File: src/rtl/register_rx.sv
// Serial-to-parallel receiver: after a start strobe it samples WIDTH bits LSB first
// and presents the word with a valid/ack handshake. Optional parity: REGISTER_RX_PARITY_EN.
module register_rx #(
   parameter int WIDTH   = 4,
   parameter int COUNT_W = 3
) (
   input  logic               clk,
   input  logic               reset,
   input  logic               start,
   input  logic               rx,
   input  logic               data_ack,
   output logic [WIDTH-1:0]   data,
   output logic               data_valid,
   output logic               busy,
   output logic [COUNT_W-1:0] count,
   output logic               overrun,
   output logic               parity_err
);

   // state   | meaning
   // S_IDLE  | waiting for start; rx ignored
   // S_SHIFT | sampling frame bits, one per edge
   typedef enum logic {S_IDLE, S_SHIFT} state_t;

`ifdef REGISTER_RX_PARITY_EN
   localparam int FRAME = WIDTH + 1;
`else
   localparam int FRAME = WIDTH;
`endif

   state_t               state_q;
   logic [WIDTH-1:0]     shift_q, shift_d;
   logic [WIDTH-1:0]     data_q;
   logic [COUNT_W-1:0]   count_q;
   logic                 valid_q;
   logic                 overrun_q;
   logic                 last_bit;

   assign last_bit = (state_q == S_SHIFT) && (count_q == COUNT_W'(FRAME - 1));

   // The parity sample (count == WIDTH) matches no data index, so the word is left alone.
   always_comb begin
      shift_d = shift_q;
      for (int i = 0; i < WIDTH; i++) begin
         if (count_q == COUNT_W'(i)) shift_d[i] = rx;
      end
   end

`ifdef REGISTER_RX_PARITY_EN
   logic perr_q;

   always_ff @(posedge clk) begin
      if (reset) perr_q <= 1'b0;
      else if (last_bit) perr_q <= (^shift_q) ^ rx;
   end

   assign parity_err = perr_q;
`else
   assign parity_err = 1'b0;
`endif

   always_ff @(posedge clk) begin
      if (reset) begin
         state_q   <= S_IDLE;
         shift_q   <= '0;
         data_q    <= '0;
         count_q   <= '0;
         valid_q   <= 1'b0;
         overrun_q <= 1'b0;
      end else begin
         if (data_ack && valid_q) valid_q <= 1'b0;
         if (last_bit) begin
            data_q  <= shift_d;
            valid_q <= 1'b1;
            if (valid_q && !data_ack) overrun_q <= 1'b1;
         end
         // start wins over both a running frame and a completing one: that edge is a new E0
         if (start) begin
            state_q <= S_SHIFT;
            count_q <= '0;
            shift_q <= '0;
         end else if (state_q == S_SHIFT) begin
            if (last_bit) begin
               state_q <= S_IDLE;
               count_q <= '0;
            end else begin
               count_q <= count_q + COUNT_W'(1);
               shift_q <= shift_d;
            end
         end
      end
   end

   assign data       = data_q;
   assign data_valid = valid_q;
   assign busy       = (state_q == S_SHIFT);
   assign count      = count_q;
   assign overrun    = overrun_q;

endmodule

File: config.mk
export PLATFORM = sky130hd
export DESIGN_NAME = register_rx
export DESIGN_NICKNAME = d
export VERILOG_FILES = /design/src/rtl/register_rx.sv
export SDC_FILE = /design/constraint.sdc
export NUM_CORES = 1
export LEC_CHECK = 0
export ABC_AREA = 0
export ABC_CLOCK_PERIOD_IN_PS = 1400
export CORE_AREA = 2 2 39 41
export CTS_BUF_LIST = sky130_fd_sc_hd__clkbuf_2
export CTS_CLUSTER_SIZE = 12
export DETAILED_ROUTE_END_ITERATION = 7
export DIE_AREA = 0 0 41 43
export PLACE_DENSITY = 0.86
export SYNTH_ARGS = -nofsm -noshare
export SYNTH_HDL_FRONTEND = slang
export SYNTH_SLANG_ARGS = --single-unit
File: constraint.sdc
create_clock -name clk -period 1.4 [get_ports clk]
set_input_delay 0.35 -clock clk [delete_from_list [all_inputs] [get_ports clk]]
set_output_delay 0.35 -clock clk [all_outputs]
set_load 0.05 [all_outputs]
# Word-level counts from Yosys, hierarchy flattened
# Index checks and enable logic that the tools add are counted.
dict set report word_totals {
  wordCells 30
  reg_bits 14
}
dict set report classes {
  n_reduce_logical 9
  n_bitwise 1
  eq_ne 3
  add_sub_neg 1
  muxes 10
}
# operator count
set op_table {}
lappend op_table {{$mux 1} 9}
lappend op_table {{$eq 3x2->1 const B} 2}
lappend op_table {{$reduce_and 2->1} 2}
lappend op_table {{$add 3x1->3 const B} 1}
lappend op_table {{$eq 3x1->1 const B} 1}
lappend op_table {{$logic_and 1x1->1} 3}
lappend op_table {{$logic_not 3->1} 1}
lappend op_table {{$mux 3} 1}
lappend op_table {{$reduce_bool 2->1} 1}
lappend op_table {{$reduce_or 2->1} 1}
lappend op_table {{$logic_not 1->1} 1}
lappend op_table {{$not 1->1} 1}

# Longest topological paths before layout
# Gate-level depths: netlist (run 1).
dict set report logic_depth {
  depth_word 5
  depth_mapped 5
  ltp_nobuf 5
}

# Worst setup path before layout (run 1)
# Ideal clock, no wire load.
dict set report synth_path {
  kind {register -> register}
  startpoint {reg count_q[0], in the netlist count[0]}
  endpoint {reg shift_q[2]}
  setup_ns 0.091
  path_slack_ns -0.229
  t_arrival_ns 1.538
  path_stages_with_launch 6
  synth_period_minus_slack_ns 1.629
  path_cell_list {dfxtp_1 > inv_1 > ha_1 > and2b_1 > mux2i_1 > a311oi_1}
}
dict set report synth_via {
  elab_chain_len 4
  word_cells_on_any_way 6
  classes_between {eq/ne: 2; mux: 1; bitwise: 1; reduce/logical: 2}
}
# element line
set synth_lines {}
lappend synth_lines {{start: declaration} 34} ;# logic [COUNT_W-1:0] count_q;
lappend synth_lines {{start signal: assignment} 87} ;# count_q <= count_q + COUNT_W'(1);
lappend synth_lines {{$eq 3x2->1} 39} ;# assign last_bit = (state_q == S_SHIFT) && (count_q == COUNT_W'(FRAME - 1));
lappend synth_lines {{$logic_and 1x1->1} 39}
lappend synth_lines {{$not 1->1 (no source line)} --}
lappend synth_lines {{$reduce_and 2->1 (no source line)} --}
lappend synth_lines {{end signal: assignment} 88} ;# shift_q <= shift_d;
lappend synth_lines {{end: declaration} 32} ;# logic [WIDTH-1:0] shift_q, shift_d;
# Parallel ways exist; a longest one is shown, timed or not.
# A chain may end at the register's enable or synchronous reset.

# Final worst setup path (run 1)
dict set report layout_path {
  startpoint {reg state_q, in the netlist busy}
  endpoint {out busy}
}
# element line
set layout_rtl {}
lappend layout_rtl {{start: declaration} 31} ;# state_t state_q;
lappend layout_rtl {{start signal: assignment} 64} ;# state_q <= S_IDLE;
lappend layout_rtl {{start signal: assignment} 79} ;# state_q <= S_SHIFT;
lappend layout_rtl {{start signal: assignment} 84} ;# state_q <= S_IDLE;
lappend layout_rtl {{end: declaration} 14} ;# output logic busy,
# No word-level cell between the ends.

==> results of run 1 <==
[worst register-to-register path: cells and delay by family (launching register included)]
kind            cells  cell delay (ns)
flops               1             0.39
simple gates        1             0.16
buf+inv             1             0.07
fa+ha+maj           1             0.18
compound gates      1             0.29
mux                 1             0.14
[cell usage in the layout, fill, tap and decap left out, types with 3 or more instances in the layout]
master,netlist,final
dfxtp_1,13,11
buf_12,0,10
nor2_1,7,7
a21oi_1,7,7
mux2i_1,4,4
ha_1,4,4
clkbuf_2,0,4
clkdlybuf4s50_1,0,4
and2b_1,3,3
a211oi_1,3,3
a311oi_1,3,3
buf_4,2,3
[area by class of cell]
cell class / instances / share of cell area
clock buffers: 4 / 0.0229
inverters: 2 / 0.00860
well taps: 16 / 0.0229
multi-input cells: 43 / 0.341
repair buffers: 17 / 0.301
flip-flops and latches: 13 / 0.304
[report_power, final]
| part | total, mW | internal, mW | leakage (nW) | switching, mW |
|---|---|---|---|---|
| registers | 0.381 | 0.376 | 0.107 | 0.00493 |
| clock network | 0.208 | 0.0757 | 0.0166 | 0.132 |
| logic | 0.0938 | 0.0429 | 0.216 | 0.0509 |
[kinds of logic (layout without fill, tap and decap cells)]
family	Yosys count	after routing	share of synthesized area
other	1	1	0.00628
AND/OR/NAND/NOR	20	20	0.178
adder cells (fa/ha/maj)	4	4	0.0839
AO/OA/AOI/OAI	14	14	0.157
flip-flops	13	13	0.436
buffers and inverters	7	23	0.0713
multiplexers	4	4	0.0671
[worst paths after layout]
kind,from,endpoint,slack [ns],cells after the start
worst min-delay path,data[0]$_SDFFE_PP0P_,data[0]$_SDFFE_PP0P_,0.54,2
worst min register to register,data[0]$_SDFFE_PP0P_,data[0]$_SDFFE_PP0P_,0.54,2
worst max-delay path,busy$_SDFF_PP0_,busy,0.07,2
worst max register to register,count[0]$_SDFFE_PP0P_,shift_q[2]$_SDFFE_PP0P_,0.09,5
[per-stage QoR]
step                hold slack [ns]  area (um^2)  total power [mW]  setup TNS [ns]  setup WS, ns
global route                  0.571          873             0.701               0        0.0130
global placement              0.503          842             0.477               0       0.00152
floorplan                     0.422          602             0.439               0        0.0303
CTS                           0.547          862             0.686               0        0.0313
finish                        0.543          873             0.683               0        0.0725
detailed placement            0.525          842             0.481         -0.0245       -0.0196
[flip-flops by register name, summed over array words and instances, names as in the netlist]
name	cells
overrun	1
busy	1
data	4
shift_q	3
count	3
data_valid	1
[routing by layer]
layer,part of all wire,track usage
met1,0.39,0.235
met3,0.056,0.0471
met4,0.024,0.140
met5,0,0
met2,0.53,0.269
[what timing repair did]
| action | 4_1_cts | 5_1_grt |
|---|---|---|
| setup buffers | 0 | 1 |
| endpoints found under the setup margin | 0 | 7 |
| hold endpoints to repair | 0 | 0 |
| gates resized for setup | 0 | 2 |
==> out/qor.yml, run 1 <==
clock-root-buffer: "clkbuf_2"
cp_slowest_cell: "dfxtp_1"
synth_edf_count: 0
power.density_nw_per_um2: 782
endpoint_kind: "output port"
worstSkewPairLatency_ns: 0.28
rsz0062_at_grt: "false"
portBuffers: 14
grt_pass1_vias: 464
grt_max_degree: 14
die-area_um2: 1760
dp_hpwl_um: 986
drt-initial-drc-count: 14
hold_violations: 0
slew_viol_final: 0
vias: 499
grt_pass1_wl_um: 2170
cts.hold.buffers_added: 0
cts_tree: "yes"
path_cells: "buf_4 > buf_12"
ioPinCount: 16
synth.top_cell.area_share: 0.436
layout-drive-gt1-share: 0.278
ir_drop_mv: 0.501
antenna_found_initial: 0
required_ns: 1.05
cts_max_level: 1
fin_cells: 95
ys_types: 21
drcViolationCount: 0
multiInputGateArea_um2: 298
setup_violations: 0
gp_congestion: 0.781
clock_path_buffers: 2
max_freq_ghz: 0.753
critPathMaxStageDelay_ns: 0.34
grt_overflow_total: 0
fillers: 112
yosysWarnings: 0
fin_nets: 89
seqCellArea_um2: 265
grtUsageTotal: 0.190
die_h_um: 43
dr.pass1.iters: 4
cts_buffers: 3
routed_wl_um: 1360
synth-main-ff-cell: "dfxtp_1"
power_leakage_nw: 0.339
cts.sinks: 13
ys_ff_latch: 13
period_share: 0.948
worst-path-buf-inv: 2
num_rows: 14
min_path_type: "reg -> reg"
core_um2: 1380
syn_area_um2: 597
clk_pin_slew_ns: 0.13
synth.most_common_cell: "dfxtp_1"
drv_cap: 0
start_util: 0.431
syn_avg_cell_area_um2: 9.47
areaGrowthSynthToFinish_pct: 46.3
crit_fanout: 13
fin_crit_ns: 1.33
antennaDiodeCount: 0
status: "finished clean"
vias_per_cell: 5.25
cp_data_arrival_time_ns: 0.98
die_x_um: 41
synthTopCellsByArea: "dfxtp_1 (44%), ha_1 (8.4%), mux2i_1 (6.7%)"
critPathLaunchType: "flip-flop"
critPathKind: "reg -> out"
seq_area_frac_synth: 0.436
synth_common_cells: "dfxtp_1 (13), a21oi_1 (7), nor2_1 (7), ha_1 (4), mux2i_1 (4)"
synth_nets: 72
wl_per_cell_um: 14.3
clock-skew-final_ns: 0.00289
antenna_left: 0
yosys.area.top_type: "dfxtp_1"
cp_top_family: "flip-flops"
dp.cells: 90
utilization: 0.631
synthArstFlopShare: 0
synthCells: 63
Note: power is estimated with default switching activity, not from simulation.
==> run 2: changes to the inputs <==
--- a/config.mk
+++ b/config.mk
@@ -9,6 +9,7 @@
 export ABC_CLOCK_PERIOD_IN_PS = 1400
 export CORE_AREA = 2 2 39 41
 export CTS_BUF_LIST = sky130_fd_sc_hd__clkbuf_2
+export CTS_CLUSTER_DIAMETER = 100
 export CTS_CLUSTER_SIZE = 12
 export DETAILED_ROUTE_END_ITERATION = 7
 export DIE_AREA = 0 0 41 43
==> results of run 2 <==
Final layout, timing and power as in run 1 (identical DEF).
